--- src/rtl/mem_access_ctrl_pkg.sv ---
// Shared types, constants and lane helpers for the memory access controller.
package mem_access_ctrl_pkg;

    typedef enum logic [1:0] {
        SizeByte = 2'b00,
        SizeHalf = 2'b01,
        SizeWord = 2'b10,
        SizeNop  = 2'b11
    } mem_size_e;

    typedef enum logic [1:0] {
        StIdle = 2'b00,
        StReq  = 2'b01,
        StResp = 2'b10
    } state_e;

    localparam int unsigned TimeoutDefault = 255;

    function automatic logic [3:0] lane_enables(input mem_size_e size, input logic [1:0] offset);
        logic [3:0] be;
        case (size)
            SizeByte: be = 4'b0001 << offset;
            SizeHalf: be = offset[1] ? 4'b1100 : 4'b0011;
            default:  be = 4'b1111;
        endcase
        return be;
    endfunction

    function automatic logic [31:0] replicate_wdata(input mem_size_e size, input logic [31:0] data);
        logic [31:0] rep;
        case (size)
            SizeByte: rep = {4{data[7:0]}};
            SizeHalf: rep = {2{data[15:0]}};
            default:  rep = data;
        endcase
        return rep;
    endfunction

    function automatic logic misaligned(input mem_size_e size, input logic [1:0] offset);
        return ((size == SizeHalf) && offset[0]) || ((size == SizeWord) && (offset != 2'b00));
    endfunction

endpackage

--- src/rtl/mem_load_align.sv ---
// Moves the addressed bytes of a bus read word down to bit 0 and extends them by access size.
module mem_load_align
    import mem_access_ctrl_pkg::*;
(
    input  logic [31:0] word,
    input  logic [1:0]  offset,
    input  mem_size_e   size,
    input  logic        zero_ext,
    output logic [31:0] data
);

    logic [31:0] shifted;

    always_comb begin
        shifted = word >> {offset, 3'b000};
        case (size)
            SizeByte: data = {{24{~zero_ext & shifted[7]}}, shifted[7:0]};
            SizeHalf: data = {{16{~zero_ext & shifted[15]}}, shifted[15:0]};
            default:  data = shifted;
        endcase
    end

endmodule

--- src/rtl/mem_access_ctrl.sv ---
// Load/store unit bus sequencer: IDLE -> REQ -> RESP with ack timeout.
// Optional misalignment trap enabled by defining MEM_MISALIGN_TRAP_EN.
module mem_access_ctrl
    import mem_access_ctrl_pkg::*;
#(
    parameter int unsigned TIMEOUT = TimeoutDefault
) (
    input  logic        clk,
    input  logic        rst_n,
    input  logic        start,
    input  logic [2:0]  mem_opcode,
    input  logic        mem_unsigned,
    input  logic [31:0] addr,
    input  logic [31:0] wdata,
    output logic        stall,
    output logic [31:0] rdata,
    output logic        rdata_valid,
    output logic        err,
    output logic        bus_req,
    output logic        bus_we,
    output logic [31:0] bus_addr,
    output logic [3:0]  bus_be,
    output logic [31:0] bus_wdata,
    input  logic        bus_ack,
    input  logic [31:0] bus_rdata
);

    localparam int unsigned CntW = (TIMEOUT > 1) ? $clog2(TIMEOUT) : 1;
    localparam logic [CntW-1:0] CntMax = CntW'(TIMEOUT - 1);

    state_e          state_q;
    mem_size_e       size_q;
    logic            is_load_q;
    logic            is_unsigned_q;
    logic [1:0]      offset_q;
    logic [CntW-1:0] cnt_q;

    mem_size_e   req_size;
    logic        issue;
    logic        trap;
    logic [31:0] load_data;

    assign req_size = mem_size_e'(mem_opcode[1:0]);
    assign issue    = start && (req_size != SizeNop);

    always_comb begin
`ifdef MEM_MISALIGN_TRAP_EN
        trap = misaligned(req_size, addr[1:0]);
`else
        trap = 1'b0;
`endif
    end

    // Gated by rst_n so stall reads low throughout reset even if start is held.
    assign stall = rst_n && ((state_q == StIdle && issue) || (state_q != StIdle));

    mem_load_align u_load_align (
        .word     (bus_rdata),
        .offset   (offset_q),
        .size     (size_q),
        .zero_ext (is_unsigned_q),
        .data     (load_data)
    );

    always_ff @(posedge clk or negedge rst_n) begin
        if (!rst_n) begin
            state_q       <= StIdle;
            size_q        <= SizeByte;
            is_load_q     <= 1'b0;
            is_unsigned_q <= 1'b0;
            offset_q      <= 2'b00;
            cnt_q         <= '0;
            rdata         <= '0;
            rdata_valid   <= 1'b0;
            err           <= 1'b0;
            bus_req       <= 1'b0;
            bus_we        <= 1'b0;
            bus_addr      <= '0;
            bus_be        <= '0;
            bus_wdata     <= '0;
        end else begin
            rdata_valid <= 1'b0;
            err         <= 1'b0;
            case (state_q)
                StIdle: begin
                    if (issue) begin
                        size_q        <= req_size;
                        is_load_q     <= mem_opcode[2];
                        is_unsigned_q <= mem_unsigned;
                        offset_q      <= addr[1:0];
                        cnt_q         <= '0;
                        bus_addr      <= {addr[31:2], 2'b00};
                        bus_be        <= lane_enables(req_size, addr[1:0]);
                        bus_wdata     <= replicate_wdata(req_size, wdata);
                        if (trap) begin
                            state_q <= StResp;
                            err     <= 1'b1;
                        end else begin
                            state_q <= StReq;
                            bus_req <= 1'b1;
                            bus_we  <= ~mem_opcode[2];
                        end
                    end
                end
                StReq: begin
                    // An ack in the final counted cycle still wins over the timeout.
                    if (bus_ack) begin
                        state_q <= StResp;
                        bus_req <= 1'b0;
                        bus_we  <= 1'b0;
                        if (is_load_q) begin
                            rdata       <= load_data;
                            rdata_valid <= 1'b1;
                        end
                    end else if (cnt_q == CntMax) begin
                        state_q <= StIdle;
                        bus_req <= 1'b0;
                        bus_we  <= 1'b0;
                        err     <= 1'b1;
                        cnt_q   <= '0;
                    end else begin
                        cnt_q <= cnt_q + CntW'(1);
                    end
                end
                StResp: begin
                    state_q <= StIdle;
                end
                default: begin
                    state_q <= StIdle;
                end
            endcase
        end
    end

endmodule

--- config.mk ---
export PLATFORM = sky130hd
export DESIGN_NAME = mem_access_ctrl
export DESIGN_NICKNAME = d
export VERILOG_FILES = /design/src/rtl/mem_access_ctrl_pkg.sv /design/src/rtl/mem_load_align.sv /design/src/rtl/mem_access_ctrl.sv
export SDC_FILE = /design/constraint.sdc
export NUM_CORES = 1
export LEC_CHECK = 0
export CORE_MARGIN = 4
export CORE_UTILIZATION = 35
export DETAILED_ROUTE_END_ITERATION = 12
export PLACE_DENSITY_LB_ADDON = 0.3
export RECOVER_POWER = 25
export SLEW_MARGIN = 20
export SYNTH_ARGS = -nofsm -noshare
export SYNTH_HDL_FRONTEND = slang
export SYNTH_SLANG_ARGS = --single-unit
--- constraint.sdc ---
create_clock -name clk -period 1.6 [get_ports clk]
set_input_delay 0.32 -clock clk [delete_from_list [all_inputs] [get_ports clk]]
set_output_delay 0.32 -clock clk [all_outputs]
set_load 0.03 [all_outputs]
* Yosys cells after proc, flatten, opt, wreduce, memory -nomap -nowiden
Cells that the tools add are included.
** Word-level totals
- Output and inout port bits :: 105
- Register bits :: 118
- Word-level logic and storage cells :: 67
** Cells by class
- Bitwise operators :: 4
- Shift-type cells :: 2
- Add/subtract/negate cells :: 1
- Eq/ne operators :: 8
- Reductions and logical operators :: 14
- Multiplexer cells :: 24
** Operator list (count)
- one-hot mux 32 bit (2 select lines) :: 2
- >> shifter 32 x 5 -> 32 bit :: 1
- 2-to-1 mux 8 bit :: 3
- one-hot mux 8 bit (2 select lines) :: 1
- 2-to-1 mux 1 bit :: 10
- AND reduction 3 bit :: 3
- adder 8 x 1 -> 8 bit, second input constant :: 1
- == test 8 bit, second input constant :: 1
- one-hot mux 4 bit (2 select lines) :: 1
- == test 2 x 1 -> 1 bit, second input constant :: 3
- zero test 2 bit :: 3
- 2-to-1 mux 2 bit :: 3
- != test 2 bit, second input constant :: 3
- 2-to-1 mux 4 bit :: 1
- one-hot mux 1 bit (2 select lines) :: 2
- one-hot mux 2 bit (2 select lines) :: 1
- AND reduction 2 bit :: 2
- nonzero test 2 bit :: 2
- << shifter 1 x 2 -> 4 bit, first input constant :: 1
- logical AND 1 bit :: 3
- != test 3 bit, second input constant :: 1
- AND 1 bit :: 2
- inverter 1 bit :: 2
- logical OR 1 bit :: 1

* Longest topological paths before layout
- Word-level depth :: 5
- Gate-level depth with buffers :: 7

* Modules after synthesis
A second synthesis with hierarchy kept.
** Unflattened totals
- Cell total of the unflattened synthesis :: 479
- Area total of the unflattened synthesis :: 5635.4 um^2
** Modules (own cells, without submodules)
- mem_access_ctrl :: area an instance 4867.2 um^2, sequential area each 2952.8 um^2, times used 1, cells an instance 376
- mem_load_align :: area an instance 768.2 um^2, sequential area each 0.0 um^2, times used 1, cells an instance 103

* Worst setup path after synthesis
Ideal clock, no wire load.
- Path type :: reg2reg
- Start point :: reg offset_q[0]
- End point :: reg rdata[16]
- Data required time :: 1.479 ns
- Stages on the path, launching flop included :: 6
- Arrival time :: 1.490 ns
- Slack :: -0.012 ns
- Setup time :: 0.121 ns
- Period minus slack after synthesis :: 1.612 ns
- Cell sequence :: dfrtp_1 -> buf_2 -> mux4_2 -> o22ai_2 -> o21ai_2 -> o22a_1
** On the way
- Longest elaborated chain between the ends :: 3
- Elaborated cells on any way between the ends :: 4
- Those cells by class :: shift (1); mux (1); bitwise (2)
** Ends and longest elaborated chain
- start: declaration :: RTL line mem_access_ctrl.sv:35 : logic [1:0] offset_q;
- start signal: assignment :: RTL line mem_access_ctrl.sv:90 : offset_q <= addr[1:0];
- >> shifter 32 x 5 -> 32 bit * :: RTL line mem_load_align.sv:15 : shifted = word >> {offset, 3'b000};
- AND 1 bit (on tied branches) :: RTL line mem_load_align.sv:18, mem_load_align.sv:17
- one-hot mux 32 bit (2 select lines) * :: RTL line mem_load_align.sv:16 : case (size)
- end signal: assignment :: RTL line mem_access_ctrl.sv:112 : rdata <= load_data;
- end: declaration :: RTL line mem_access_ctrl.sv:16 : output logic [31:0] rdata,
Every way passes the cells marked *; elsewhere a longest branch is shown, timed or not.
A chain may end at the register's enable or synchronous reset.

* Worst setup path in the final report
- Start point :: reg offset_q[0]
- End point :: reg rdata[17]
The elaborated chain is that of the path after synthesis.

==> key figures <==
Outcome
  – Status: complete, but fails checks
  – Failing checks: negative setup slack

STA
  – PnR worst setup slack: -0.0151 ns
  – Setup TNS: -0.0291 ns
  – Clock Skew: between 0.009 and 0.01 ns
  – Max-Slew Margin vs Limit: roughly 28%
  – Max Fclk: roughly 620 MHz
  – RSZ-0062 raised after global routing: yes
  – Fin. max-slew vios: 0
  – Worst slew pin tran: between 1 and 1.5 ns
  – Final Cycle Share: 101%
  – # setup viols final: 4
  – Final hold vios: 0
  – Minimum clock period: roughly 1.6 ns

Detailed routing
  – DRC: 0
  – Routed len/inst: between 15 and 20 um
  – DR vias: about 4800
  – Detailed Route WL: around 17 mm
  – DRT iter0 DRCs: 149
  – Initial DRT Pass Iterations: 4
  – Vias per inst: 5.07
  – ANT nets after route: 0

Yosys
  – Top post-synthesis cells by count: dfrtp_1 (118), mux2_1 (47), nand2_1 (45)
  – Synth async-reset ratio: between 90% and 100%
  – Largest area contributor in the netlist: dfrtp_1
  – Synth Register Bits: roughly 120
  – Post-synth top area share: a little over half
  – Top_reg_cell synth: dfrtp_1
  – Proportion of synthesized area in mux cells: a little under a fifth
  – Synth unique cells: 47
  – Xor/xnor share of the synthesized area: 0%
  – Sequential area share after synthesis: between 50% and 60%
  – Simple-gate share of the synthesized area: roughly 11%
  – Largest family of logic cells by synthesized area: multiplexers
  – Average cell area after synthesis: 10.9 um2
  – Syn. warnings: 0
  – Post-Synth Adder-Cell Area: less than 1%
  – Most instantiated library cell after synthesis: dfrtp_1
  – Post-synthesis cell area: approximately 0.0054 mm2
  – Post-synth EDFFs: 0
  – Post-synthesis compound-gate area fraction: around 12%
  – Synth top area cells: dfrtp_1 (54%), mux2_1 (9.7%), mux2i_1 (7.4%)
  – Cells after Synth: 497

Power and ir drop
  – Switching pwr: 6070 uW
  – VDD IR max: slightly above 900 uV
  – Leak: 0.00390 uW
  – Pwr/cell area: ~1700 mW/mm2
  – Internal power: 8870 uW
  – Share of power burned in registers: 31.9%
  – Comb power frac: between 40% and 50%
  – Clock power frac: between 20% and 30%
  – Switch share: approximately 41%

Setup path
  – Worst path required time: about 1.9 ns
  – CP arrival: 1.91 ns
  – CP Launch Point: offset_q[0]
  – Crit path capture type: flop
  – Startpoint Class: flop
  – Worst reg2reg setup slack: -0.02 ns
  – Crit Path Class: flop to flop
  – Crit Path Max Fanout: 8
  – Reg2reg start: offset_q[0]

GRT
  – Grt ovf: 0
  – Number of global-route vias before repair: 5173
  – Largest net degree at the start of global routing: between 100 and 150
  – Initial antenna violation count: 2
  – GRT Util Overall: between 10% and 20%
  – Global-route wire length before repair: around 27 mm

Clock network
  – Clk root buf: clkbuf_16
  – Clock H-tree levels: 4
  – CTS tree: built
  – Num CTS Buffers: 17
  – Clock Pin Slew Worst Setup and Hold Paths: around 0.05 ns
  – CTS Sinks: approximately 120
  – Worst skew pair latency: between 0.4 and 0.5 ns
  – Longest Clk Path Bufs: 2

Finish
  – Cell Count, Final, Fillers Out: 950
  – Filler Cells Inserted: about 1300
  – Final net count: roughly 860
  – Synthesis-to-layout area growth: 58.4%
  – Ant. Diodes: 0
  – Share of layout cells above drive strength 1: between 15 and 20%

Die
  – Core ar.: 0.0152 mm2
  – Die Span X: approximately 130 um
  – Number of I/O pins: between 200 and 250
  – Die Area: approximately 0.018 mm2
  – Row cnt: 45
  – Initial Util: roughly 36%
  – Die Y: approximately 130 um

Placement
  – Cells after DPL: 914
  – Port bufs: just over 200
  – Placer Congestion: 0.926
  – Post-DP HPWL: between 10 and 15 mm

Min path
  – Worst Hold Class: primary input to asynchronous set/reset pin

Run
  – Max Cap Violations: 0
[metrics by stage]
step	utilization [%]	hold WS, ns	power [uW]	area (um2)	setup slack, ns
after floorplan	-	0.0244	8680	5450	0.0115
after global placement	53.1	0.464	12000	8070	-0.559
after detailed placement	53.1	0.481	12200	8070	-0.614
after CTS	56.0	0.0663	14900	8510	-0.0507
after global routing	56.7	0.430	15800	8620	-0.0668
final	56.7	0.323	14900	8620	-0.0151
[sequential cells by signal, indices dropped and copies added (netlist names), 2 cells and up]
name	count
bus_wdata	32
rdata	32
bus_addr	30
cnt_q	8
bus_be	4
offset_q	2
size_q	2
state_q	2
[what timing repair did]
item	CTS	global route
endpoints found under the setup margin	126	36
hold endpoints to repair	0	0
resized for setup	114	16
buffers inserted	1	5
hold buffers	0	0
pin swaps	2	8
[critical path, cell delays in order, from the launching register on]
cell	delay, ns
dfrtp_1	0.40
mux4_2	0.57
o22ai_4	0.21
o21ai_4	0.12
o22a_1	0.19
[power by group through the flow]
stage                     clock network, uW  logic, uW  registers [uW]
after floorplan                           0       1900            6780
after global placement                    0       7210            4780
after detailed placement                  0       7310            4850
after CTS                              3530       6630            4790
after global routing                   3670       7200            4920
final                                  3450       6720            4770
[layer usage]
layer | global-route usage (%) | up-vias | share of wire (%)
met4 | 6.47 | 4 | 1.7
met1 | 22.9 | 2324 | 41
met5 | 0 | - | 0.21
met2 | 30.8 | 198 | 47
li1 | - | 2264 | -
met3 | 9.47 | 27 | 10
[worst paths after layout]
kind | to | cells after the start
setup / recovery | rdata[17] | 4
max in group asynchronous | state_q[0] | 2
min in group clk | bus_wdata[12] | 2
setup reg to reg | rdata[17] | 4
hold / removal | cnt_q[1] | 2
hold reg to reg | bus_wdata[12] | 2
[cell usage in the layout (no fill, tap or decap), types with 3 or more instances in the layout]
cell type / Yosys / layout
nor2b_1: 9 / 9
buf_12: 0 / 6
nor2_1: 44 / 42
or3_1: 3 / 3
mux2i_1: 40 / 37
o21ai_0: 10 / 10
clkbuf_1: 7 / 3
dfrtp_1: 118 / 116
a21oi_1: 40 / 39
inv_1: 5 / 5
o22a_1: 8 / 8
buf_4: 2 / 49
nand2b_1: 7 / 6
clkdlybuf4s50_1: 0 / 99
buf_6: 0 / 4
mux2_2: 5 / 4
mux2_1: 47 / 47
clkinv_2: 0 / 6
nand2_1: 45 / 45
and2_1: 8 / 8
o21ai_1: 35 / 34
clkbuf_16: 0 / 17
dlygate4sd2_1: 0 / 103
a211oi_1: 7 / 4
a211oi_2: 1 / 4
[layout make-up]
class | count | area (um2) | area share, %
sequential | 118 | 2960 | 34.3
clock buffer | 20 | 447 | 5.18
inverter | 6 | 22.5 | 0.261
multi-input combinational | 343 | 2420 | 28.1
clock inverter | 10 | 83.8 | 0.973
tap | 188 | 235 | 2.73
timing repair buffer | 265 | 2450 | 28.5
[cell families (layout without fill, tap and decap cells)]
kind of cell    Yosys count  in the layout
buf+inv                  37            301
simple gates            132            132
compound gates          114            114
flops                   118            118
other cells               1              2
mux                      93             93
fa+ha+maj                 2              2
Power figures use the tool's default switching activity.
